### src/rtl/flex_updown_counter_if.sv
// Control/status bundle for flex_updown_counter; master drives controls, slave returns registered count and flags.
interface flex_updown_counter_if #(
  parameter int NUM_BITS = 4
);
  logic                clear;
  logic                load;
  logic [NUM_BITS-1:0] load_val;
  logic                count_enable;
  logic                count_up;
  logic                saturate;
  logic [NUM_BITS-1:0] rollover_val;
  logic [NUM_BITS-1:0] count_out;
  logic                rollover_flag;
  logic                floor_flag;
  logic                wrap_pulse;

  modport master (
    output clear, load, load_val, count_enable, count_up, saturate, rollover_val,
    input  count_out, rollover_flag, floor_flag, wrap_pulse
  );

  modport slave (
    input  clear, load, load_val, count_enable, count_up, saturate, rollover_val,
    output count_out, rollover_flag, floor_flag, wrap_pulse
  );
endinterface

### src/rtl/flex_updown_counter.sv
// Up/down counter bounded to [1, rollover_val] with wrap or saturate modes, clear and load.
// One-cycle latency: every output is a flop fed from next-state logic; no backpressure, accepts controls every cycle.
module flex_updown_counter #(
  parameter int NUM_BITS = 4
) (
  input  logic                  clk,
  input  logic                  rst,
  flex_updown_counter_if.slave  bus
);

  localparam logic [NUM_BITS-1:0] ONE = {{(NUM_BITS-1){1'b0}}, 1'b1};

  logic [NUM_BITS-1:0] count_q, count_d;
  logic                rollover_q, rollover_d;
  logic                floor_q, floor_d;
  logic                wrap_q, wrap_d;

  always_comb begin
    count_d = count_q;
    wrap_d  = 1'b0;
    if (bus.clear) begin
      count_d = '0;
    end else if (bus.load) begin
      count_d = bus.load_val;
    end else if (bus.count_enable && (bus.rollover_val != '0)) begin
      if (bus.count_up) begin
        // Counts already above the bound (after a load or bound change) fold back as well.
        if (count_q >= bus.rollover_val) begin
          count_d = bus.saturate ? bus.rollover_val : ONE;
          wrap_d  = !bus.saturate;
        end else begin
          count_d = count_q + ONE;
        end
      end else begin
        if (count_q <= ONE) begin
          count_d = bus.saturate ? ONE : bus.rollover_val;
          wrap_d  = !bus.saturate;
        end else begin
          count_d = count_q - ONE;
        end
      end
    end
  end

  // Flags come from the next-state count so they line up with the count they describe.
  always_comb begin
    rollover_d = !bus.clear && (count_d == bus.rollover_val);
    floor_d    = (count_d == ONE);
  end

  always_ff @(posedge clk) begin
    if (rst) begin
      count_q    <= '0;
      rollover_q <= 1'b0;
      floor_q    <= 1'b0;
      wrap_q     <= 1'b0;
    end else begin
      count_q    <= count_d;
      rollover_q <= rollover_d;
      floor_q    <= floor_d;
      wrap_q     <= wrap_d;
    end
  end

  assign bus.count_out     = count_q;
  assign bus.rollover_flag = rollover_q;
  assign bus.floor_flag    = floor_q;
  assign bus.wrap_pulse    = wrap_q;

endmodule
### src/flat_wrapper.sv
// flat-port wrapper written by rule: the top's interface ports become plain ports
module flex_updown_counter_flat 
#(
  parameter int NUM_BITS = 4
)
  (clk, rst, bus_clear, bus_load, bus_load_val, bus_count_enable, bus_count_up, bus_saturate, bus_rollover_val, bus_count_out, bus_rollover_flag, bus_floor_flag, bus_wrap_pulse);
  flex_updown_counter_if #(.NUM_BITS(NUM_BITS)) bus_i ();
  input  logic clk;
  input  logic rst;
  input wire logic [$bits(bus_i.clear)-1:0] bus_clear;
  input wire logic [$bits(bus_i.load)-1:0] bus_load;
  input wire logic [$bits(bus_i.load_val)-1:0] bus_load_val;
  input wire logic [$bits(bus_i.count_enable)-1:0] bus_count_enable;
  input wire logic [$bits(bus_i.count_up)-1:0] bus_count_up;
  input wire logic [$bits(bus_i.saturate)-1:0] bus_saturate;
  input wire logic [$bits(bus_i.rollover_val)-1:0] bus_rollover_val;
  output wire logic [$bits(bus_i.count_out)-1:0] bus_count_out;
  output wire logic [$bits(bus_i.rollover_flag)-1:0] bus_rollover_flag;
  output wire logic [$bits(bus_i.floor_flag)-1:0] bus_floor_flag;
  output wire logic [$bits(bus_i.wrap_pulse)-1:0] bus_wrap_pulse;
  assign bus_i.clear = bus_clear;
  assign bus_i.load = bus_load;
  assign bus_i.load_val = bus_load_val;
  assign bus_i.count_enable = bus_count_enable;
  assign bus_i.count_up = bus_count_up;
  assign bus_i.saturate = bus_saturate;
  assign bus_i.rollover_val = bus_rollover_val;
  assign bus_count_out = bus_i.count_out;
  assign bus_rollover_flag = bus_i.rollover_flag;
  assign bus_floor_flag = bus_i.floor_flag;
  assign bus_wrap_pulse = bus_i.wrap_pulse;
  flex_updown_counter #(.NUM_BITS(NUM_BITS)) u_core (.clk(clk), .rst(rst), .bus(bus_i));
endmodule
### config.mk
export PLATFORM = sky130hd
export DESIGN_NAME = flex_updown_counter_flat
export DESIGN_NICKNAME = d
export VERILOG_FILES = /design/src/rtl/flex_updown_counter_if.sv /design/src/rtl/flex_updown_counter.sv /design/src/flat_wrapper.sv
export SDC_FILE = /design/constraint.sdc
export NUM_CORES = 1
export LEC_CHECK = 0
export CORE_ASPECT_RATIO = 0.8
export CORE_MARGIN = 4
export CORE_UTILIZATION = 50
export CTS_BUF_LIST = sky130_fd_sc_hd__clkbuf_16
export CTS_CLUSTER_DIAMETER = 120
export DETAILED_ROUTE_END_ITERATION = 12
export PLACE_DENSITY_LB_ADDON = 0.3
export SETUP_SLACK_MARGIN = 0.05
export SYNTH_ARGS = -nofsm -noshare
export SYNTH_HDL_FRONTEND = slang
export SYNTH_SLANG_ARGS = --single-unit
### constraint.sdc
create_clock -name clk -period 3.8 [get_ports clk]
set_clock_uncertainty 0.05 [all_clocks]
set_input_delay 0.95 -clock clk [delete_from_list [all_inputs] [get_ports clk]]
set_output_delay 0.95 -clock clk [all_outputs]
set_load 0.05 [all_outputs]
==> results of run 1 <==
[layout make-up]
cell class,count,area [µm²]
clock buffers,3,75.1
clock inverters,1,3.75
fillers,170,596
inverters,8,30.0
multi-input cells,112,769
flip-flops and latches,7,140
well taps,24,30.0
repair buffers,26,248
[report_power, final]
part | switching (mW) | internal (mW)
Sequential | 0.00832 | 0.0769
Combinational | 0.0724 | 0.0548
Clock | 0.0383 | 0.137
[metal layers]
layer | global-route usage (%) | wire, µm | part of all wire [%]
met5 | 0 | 0 | 0
met4 | 1.39 | 0 | 0
met2 | 38.3 | 1440 | 48
met1 | 29.4 | 1260 | 42
met3 | 2.43 | 295 | 9.9
[worst reg2reg max path: cells and delay by family (launching register included)]
| kind | cells | cell delay [ps] |
|---|---|---|
| adder cells (fa/ha/maj) | 1 | 290 |
| flip-flops | 1 | 570 |
| buffers and inverters | 1 | 180 |
| AND/OR/NAND/NOR | 2 | 520 |
| AO/OA/AOI/OAI | 4 | 1040 |
[cell families after synthesis]
kind of cell | count (synthesis) | share of synthesized area (%)
xor gates and xnor gates | 1 | 0.881
buffers and inverters | 17 | 8.55
adders and majority gates | 7 | 8.80
and+or+nand+nor | 54 | 29.8
AOI/OAI and AO/OA | 46 | 33.8
muxes | 4 | 4.03
DFF | 7 | 14.1
[synthesized netlist by cell type, drive strengths merged, types with 2 or more instances]
| cell | instances |
|---|---|
| nor2 | 9 |
| o21ai | 11 |
| nor4 | 4 |
| mux2i | 4 |
| ha | 7 |
| a31oi | 2 |
| o31ai | 3 |
| dfxtp | 7 |
| clkbuf | 4 |
| o41ai | 2 |
| a211oi | 3 |
| nor2b | 9 |
| o211ai | 3 |
| nand2 | 10 |
| nand2b | 2 |
| buf | 5 |
| nor3 | 5 |
| inv | 8 |
| or4 | 2 |
| a21oi | 9 |
| nand3 | 2 |
| nor3b | 2 |
| and3 | 3 |
[metrics by stage]
step	std cells	utilization, %	hold slack, ps	total power [mW]
2_1_floorplan	136	-	972	0.166
3_3_place_gp	177	64.4	841	0.207
3_5_place_dp	177	64.4	871	0.211
4_1_cts	181	68.5	889	0.386
5_1_grt	181	68.5	940	0.404
6_report	181	68.5	911	0.387
[final timing paths]
check             slack, ps  depth (start not counted)                       end               startpoint
setup / recovery        480                         10  u_core.bus.rollover_flag      bus_rollover_val[3]
hold / removal          910                          3   u_core.bus.count_out[3]  u_core.bus.count_out[3]
setup reg to reg       1090                          8  u_core.bus.rollover_flag  u_core.bus.count_out[1]
hold reg to reg         910                          3   u_core.bus.count_out[3]  u_core.bus.count_out[3]
[registers in the layout, indices dropped and copies added (netlist names)]
name / count
u_core.bus.wrap_pulse: 1
u_core.bus.floor_flag: 1
u_core.bus.count_out: 4
u_core.bus.rollover_flag: 1
==> out/qor.csv, run 1 <==
metric,value,unit
status,"complete, no violations",
dp_slack,295,ps
hp-class,flop to flop,
postCtsSetupBuffers,0,
nets,180,
synth_area_leaders,"dfxtp_1 14%, ha_1 8.8%, nor2b_1 5.7%, a21oi_1 4.5%, o21ai_0 4.5%",
finalHoldViolations,0,
setup_viol,0,
cts_resized,0,
post-route-cell-area,1300,µm²
slew_violations,0,
cp_top_family,compound AO/OA/AOI/OAI gates,
crit_path_end_kind,flop,
setup_ws,481,ps
synthesis.nets,158,
grt_pass1_wl,4.53,mm
clk_latency,230,ps
first_pass_iters,4,
min_period_over_period,87.4,%
maxCapViolations,0,
die_y,47.9,µm
ys_ff_latch,7,
n_antenna_cell,0,
synth_cell_types,49,
syn_avg_cell_area,7.31,µm²
boundaryPins,22,
cts.sinks,7,
die_width,57.9,µm
layout_commonest_cell,clkdlybuf4s50_1,
critical_path_class,primary input to flop,
htree_num_levels,1,
grt_overflow,0,
route.detailed.drc,0,
vias,1170,
crit_path_max_incr_delay,610,ps
setup_tns,0,ps
max_slew_margin,60.7,%
placed_area,1220,µm²
syn_inst,136,
start_kind,primary input,
cts_buffers,3,
period_minus_slack,3320,ps
crit_slowest_cell,clkdlybuf4s50_1,
cp_data_required_time,3920,ps
final_cell_mix,"21 x clkdlybuf4s50_1, 10 x nand2_1",
drt-total-wl,2.99,mm
cts.path.max_buffers,2,
synth_ff_type,dfxtp_1,
routedWlPerCell,16.5,µm
place.port_buffers,21,
yosys.area.top_type,dfxtp_1,
coreArea,1890,µm²
routabilityCongestion,0.935,
synth_edf_count,0,
start_util,52.6,%
rsz0062_at_grt,false,
drt_iter0_drc,60,
p_per_area,299,nW/µm²
cp_num_buf_inv,3,
ir_worst_vdd,0.451,mV
antenna_found_initial,0,
cp_cell_sequence,clkdlybuf4s50_1 > inv_1 > ha_1 > a21oi_1 > o21ai_1 > buf_4 > a221oi_1 > a21oi_1 > a311oi_1 > o2111a_1,
drive_gt1_share,8.28,%
clock-root-buffer,clkbuf_16,
fmax,301,MHz
fp.dieArea,2770,µm²
yosys.area.top_type_share,14.1,%
viasPerCell,6.46,
syn_area,995,µm²
holdBufCountCts,0,
row_count,14,
async_flop_share,0,%
worst_slew_pin_slew,583,ps
ant_nets,0,
worst-path-max-fanout,7,
dp_hpwl,2.28,mm
synth_warnings,0,
track_usage,21.4,%
arrival,3440,ps
grt_start_max_net_pins,16,
cts_tree,yes,
ys_seq_area_share,14.1,%
leakagePower,0.514,nW
crit_top_cell,a21oi_1,
clk_pin_slew,40,ps
area_growth_syn_to_layout,30.3,%
grt_pass1_vias,965,
(Power assumes the default switching activity.)
==> run 2, diff against run 1 <==
--- a/config.mk
+++ b/config.mk
@@ -7,7 +7,7 @@
 export LEC_CHECK = 0
 export CORE_ASPECT_RATIO = 0.8
 export CORE_MARGIN = 4
-export CORE_UTILIZATION = 50
+export CORE_UTILIZATION = 30
 export CTS_BUF_LIST = sky130_fd_sc_hd__clkbuf_16
 export CTS_CLUSTER_DIAMETER = 120
 export DETAILED_ROUTE_END_ITERATION = 12
@@ -16,3 +16,4 @@
 export SYNTH_ARGS = -nofsm -noshare
 export SYNTH_HDL_FRONTEND = slang
 export SYNTH_SLANG_ARGS = --single-unit
+export TNS_END_PERCENT = 5
==> run 2 against run 1 <==
Net effect:
- clock-buffer cell count is the same
- global-route usage shrank 6.0 points
- setup slack lost 97 ps
==> out/qor.csv, run 2 (same netlist as run 1, synthesis figures left out) <==
metric,value,unit,change
status,"complete, no violations",,
crit_path_max_incr_delay,630,ps,+20 ps
nets,179,,-0.56%
placed_area,1230,µm²,+1.0%
post-route-cell-area,1310,µm²,+0.97%
holdBufCountCts,0,,unchanged
cts_tree,yes,,
coreArea,3130,µm²,+65%
start_util,31.8,%,-21 points
boundaryPins,22,,unchanged
dp_hpwl,2.34,mm,+2.6%
timing.rr.end,u_core.bus.rollover_flag,,
track_usage,15.4,%,-6.0 points
largest_reg_flops,4,,unchanged
layout_commonest_cell,clkdlybuf4s50_1,,
crit_top_cell,a21oi_1,,
place.port_buffers,21,,unchanged
arrival,3540,ps,+100 ps
grt_start_max_net_pins,16,,unchanged
ir_worst_vdd,0.157,mV,-65%
hold_depth,3,,unchanged
crit_slowest_cell,clkdlybuf4s50_1,,
n_fill_cell,325,,+91%
row_count,18,,+4
clk_latency,230,ps,about the same
min_period_over_period,89.9,%,+2.5 points
cp_data_required_time,3920,ps,about the same
antenna_found_initial,0,,unchanged
route.detailed.drc,0,,unchanged
rsz0062_at_grt,false,,
crit_path_end_kind,flop,,
maxCapViolations,0,,unchanged
setup_viol,0,,unchanged
area_growth_syn_to_layout,31.6,%,
multi_input_area,769,µm²,unchanged
cp_top_family,compound AO/OA/AOI/OAI gates,,
n_antenna_cell,0,,unchanged
grt_pass1_vias,1061,,+9.9%
clk_pin_slew,40,ps,about the same
cts.sinks,7,,unchanged
start_kind,primary input,,
min_from,u_core.bus.count_out[3],,
cts.path.max_buffers,2,,unchanged
cp_num_buf_inv,3,,unchanged
slew_violations,0,,unchanged
drt-total-wl,3.14,mm,+5.0%
crit_start,bus_rollover_val[3],,
routedWlPerCell,16.0,µm,-3.0%
critical_path_class,primary input to flop,,
cts_buffers,3,,unchanged
leakagePower,0.509,nW,-0.94%
grt_overflow,0,,unchanged
drt_iter0_drc,70,,+17%
grt_pass1_wl,5.17,mm,+14%
cts_resized,0,,unchanged
clock-root-buffer,clkbuf_16,,
first_pass_iters,4,,unchanged
die_width,72.4,µm,+25%
postCtsSetupBuffers,0,,unchanged
htree_num_levels,1,,unchanged
die_y,59.5,µm,+24%
ant_nets,0,,unchanged
max_slew_margin,62.0,%,+1.3 points
setup_ws,384,ps,-96.7 ps
vias,1161,,-0.77%
hp-class,flop to flop,,
worst-path-max-fanout,7,,unchanged
reg2reg_slack,1020,ps,-70 ps
placed_cells,192,,+8.5%
drive_gt1_share,7.69,%,-0.59 points
rr_startpoint,u_core.bus.count_out[0],,
routabilityCongestion,0.889,,-5.0%
dp_slack,204,ps,-91.4 ps
period_minus_slack,3420,ps,+96.7 ps
p_per_area,296,nW/µm²,-0.84%
finalHoldViolations,0,,unchanged
worstHoldEndpoint,u_core.bus.count_out[3],,
setup_tns,0,ps,unchanged
ff2ff_path_depth,9,,+1
final_cell_mix,"21 x clkdlybuf4s50_1, 10 x nand2_1",,
cp_cell_sequence,clkdlybuf4s50_1 > inv_1 > ha_1 > a21oi_1 > o21ai_1 > buf_4 > a221oi_1 > a21oi_1 > a311oi_1 > o2111a_1,,
fmax,293,MHz,-2.8%
register_area,140,µm²,unchanged
stdcell_count,196,,+8.3%
fp.dieArea,4310,µm²,+55%
viasPerCell,5.92,,-8.4%
worst_slew_pin_slew,570,ps,-13.2 ps
==> run 2: cell types whose count changed in the layout (fill, tap and decap cells not counted) <==
cell,before,now
buf_4,5,4
==> run 2: power breakdown <==
group	leakage (nW)	internal, mW	switching, mW	total (mW)
Combinational	0.410	0.0541	0.0723	0.126
Sequential	0.0571	0.0769	0.00890	0.0858
Clock	0.0423	0.137	0.0390	0.176
Total	0.509	0.268	0.120	0.388
==> run 2: final cells by class <==
class	instances	share of cell area, %
Clock buffer	3	5.74
Clock inverter	1	0.287
Sequential cell	7	10.7
Tap cell	40	3.82
Inverter	8	2.29
Timing Repair Buffer	25	18.4
Multi-Input combinational cell	112	58.8
==> run 2: per-layer routing <==
metal / vias up / share of wire, % / global-route usage (%)
met5: - / 0 / 0
met2: 57 / 44 / 21.8
met3: 8 / 6.5 / 2.37
met1: 535 / 47 / 22.6
met4: 0 / 2.3 / 7.37
li1: 561 / - / -
==> run 2: how the worst max path moves through the flow <==
stage,end,cells past startpoint,slack [ps]
2_1_floorplan,u_core.bus.rollover_flag,9,770
3_3_place_gp,u_core.bus.rollover_flag,9,310
3_5_place_dp,u_core.bus.rollover_flag,9,200
4_1_cts,u_core.bus.rollover_flag,9,430
5_1_grt,u_core.bus.rollover_flag,9,240
6_report,u_core.bus.rollover_flag,10,380
==> run 2: worst reg2reg max path: stages, from the launching register on <==
cell      delay, ps
dfxtp_1         560
inv_1           160
ha_1            310
nor3b_1         200
o21ai_1         130
buf_4           170
a221oi_1        460
a21oi_1         140
a311oi_1        300
o2111a_1        240
==> run 2: per-stage QoR <==
step	utilization, %	power [mW]	hold slack (ps)
after detailed placement	39.3	0.211	878
after CTS	41.8	0.389	897
after global routing	41.8	0.409	976
final	41.8	0.388	919
after floorplan	-	0.166	972
after global placement	39.3	0.209	887
==> run 3, diff against run 2 <==
--- a/config.mk
+++ b/config.mk
@@ -7,11 +7,12 @@
 export LEC_CHECK = 0
 export CORE_ASPECT_RATIO = 0.8
 export CORE_MARGIN = 4
-export CORE_UTILIZATION = 30
+export CORE_UTILIZATION = 43
 export CTS_BUF_LIST = sky130_fd_sc_hd__clkbuf_16
 export CTS_CLUSTER_DIAMETER = 120
 export DETAILED_ROUTE_END_ITERATION = 12
 export PLACE_DENSITY_LB_ADDON = 0.3
+export REMOVE_ABC_BUFFERS = 1
 export SETUP_SLACK_MARGIN = 0.05
 export SYNTH_ARGS = -nofsm -noshare
 export SYNTH_HDL_FRONTEND = slang
==> run 3 against run 2 <==
Net effect:
- via count up 0.95%
- maximum frequency up 3.5%
- cell count shrank 6.6%
- critical path depth fell by 2
- sequential power fell by 0.7%
- power grew 1.0%
- critical path type unchanged
- critical endpoint unchanged
- largest power group unchanged
- highest routed layer unchanged
==> out/qor.csv, run 3 (same netlist as run 1, synthesis figures left out) <==
metric,value,unit,change
first_pass_iters,4,,unchanged
nets,181,,+1.1%
row_count,15,,-3
max_slew_margin,60.5,%,-1.4 points
htree_num_levels,1,,unchanged
placed_area,1230,µm²,-0.30%
min_from,u_core.bus.count_out[3],,
clock-root-buffer,clkbuf_16,,
p_clk_share,45.2,%,about the same
maxCapViolations,0,,unchanged
register_area,140,µm²,unchanged
routedWlPerCell,16.7,µm,+3.8%
worst_slew_pin_slew,585,ps,+15.5 ps
p_int,0.270,mW,+0.73%
coreArea,2180,µm²,-30%
crit_start,bus_rollover_val[0],,
cts.path.max_buffers,2,,unchanged
die_y,51.0,µm,-14%
final_cell_mix,"21 x clkdlybuf4s50_1, 10 x nand2_1",,
min_period_over_period,86.8,%,-3.1 points
hold_depth,3,,unchanged
grt_start_max_net_pins,16,,unchanged
die_width,61.8,µm,-15%
reg2reg_slack,1120,ps,+100 ps
fp.dieArea,3150,µm²,-27%
fin_util,59.9,%,+18 points
ant_nets,0,,unchanged
multi_input_area,769,µm²,unchanged
critical_path_class,primary input to flop,,
hp-class,flop to flop,,
n_fill_cell,212,,-35%
layout_commonest_cell,clkdlybuf4s50_1,,
totalPowerFinal,0.392,mW,+1.0%
rr_startpoint,u_core.bus.count_out[1],,
drt-total-wl,3.05,mm,-3.1%
start_util,45.7,%,+14 points
leakagePower,0.518,nW,+1.8%
fmax,303,MHz,+3.5%
cts_buffers,3,,unchanged
postCtsSetupBuffers,0,,unchanged
routabilityCongestion,1.02,,+15%
slew_violations,0,,unchanged
setup_viol,0,,unchanged
vias,1172,,+0.95%
cts_resized,0,,unchanged
arrival,3430,ps,-110 ps
grt_pass1_vias,1056,,-0.47%
ff2ff_path_depth,8,,-1
status,"complete, no violations",,
place.port_buffers,21,,unchanged
switchingPower,0.122,mW,+1.7%
grt_overflow,0,,unchanged
rsz0062_at_grt,false,,
route.detailed.drc,0,,unchanged
worst-path-max-fanout,6,,-1
ir_worst_vdd,0.349,mV,+120%
cp_data_required_time,3930,ps,about the same
finalHoldViolations,0,,unchanged
p_per_area,300,nW/µm²,+1.3%
track_usage,20.5,%,+5.0 points
setup_tns,0,ps,unchanged
hold_slack,887,ps,-32.4 ps
crit_path_end_kind,flop,,
cts.sinks,7,,unchanged
period_minus_slack,3300,ps,-116 ps
switching_share,31.2,%,+0.20 points
clk_latency,230,ps,about the same
antenna_found_initial,0,,unchanged
cts_tree,yes,,
holdBufCountCts,0,,unchanged
n_antenna_cell,0,,unchanged
viasPerCell,6.40,,+8.1%
pwr-share-seq,21.7,%,-0.4 points
clk_pin_slew,40,ps,about the same
largest_reg_flops,4,,unchanged
start_kind,primary input,,
drt_iter0_drc,55,,-21%
drive_gt1_share,8.86,%,+1.2 points
pwr-share-comb,33.1,%,+0.5 points
dp_hpwl,2.38,mm,+1.5%
area_growth_syn_to_layout,31.2,%,
grt_pass1_wl,4.86,mm,-6.0%
post-route-cell-area,1310,µm²,-0.29%
boundaryPins,22,,unchanged
run 3: stage by stage:
stage	setup slack, ps	instances
2_1_floorplan	958	127
3_3_place_gp	365	179
3_5_place_dp	345	179
4_1_cts	571	183
5_1_grt	298	183
6_report	500	183
run 3: final timing paths:
path	endpoint
setup / recovery	u_core.bus.rollover_flag
hold / removal	u_core.bus.count_out[3]
setup reg to reg	u_core.bus.rollover_flag
hold reg to reg	u_core.bus.count_out[3]
run 3: metal layers:
layer	wire length, µm	track usage [%]	share of wire [%]	vias up
met5	0	0	0	-
met3	344	6.82	11	6
met1	1300	26.2	43	534
met2	1380	31.4	45	62
met4	30	7.42	0.98	0
li1	-	-	-	570
run 3: layout make-up:
type	count	area share, %
Timing Repair Buffer	27	19.6
Tap cell	25	2.40
Sequential cell	7	10.7
Clock inverter	1	0.288
Inverter	8	2.30
Multi-Input combinational cell	112	59.0
Clock buffer	3	5.75
run 3: power groups by stage:
stage,registers [mW],logic (mW),clock network [mW]
finish,0.0852,0.130,0.177
global route,0.0860,0.141,0.185
CTS,0.0850,0.128,0.179
detailed placement,0.0861,0.127,0
global placement,0.0861,0.126,0
floorplan,0.0936,0.0623,0
run 3: worst max-delay path, cell delays in order:
cell and delay [ps]:
clkdlybuf4s50_1 630, ha_1 290, nor3b_1 240, o21ai_1 230
a221oi_1 450, a21oi_1 120, a311oi_1 300, o2111a_1 220
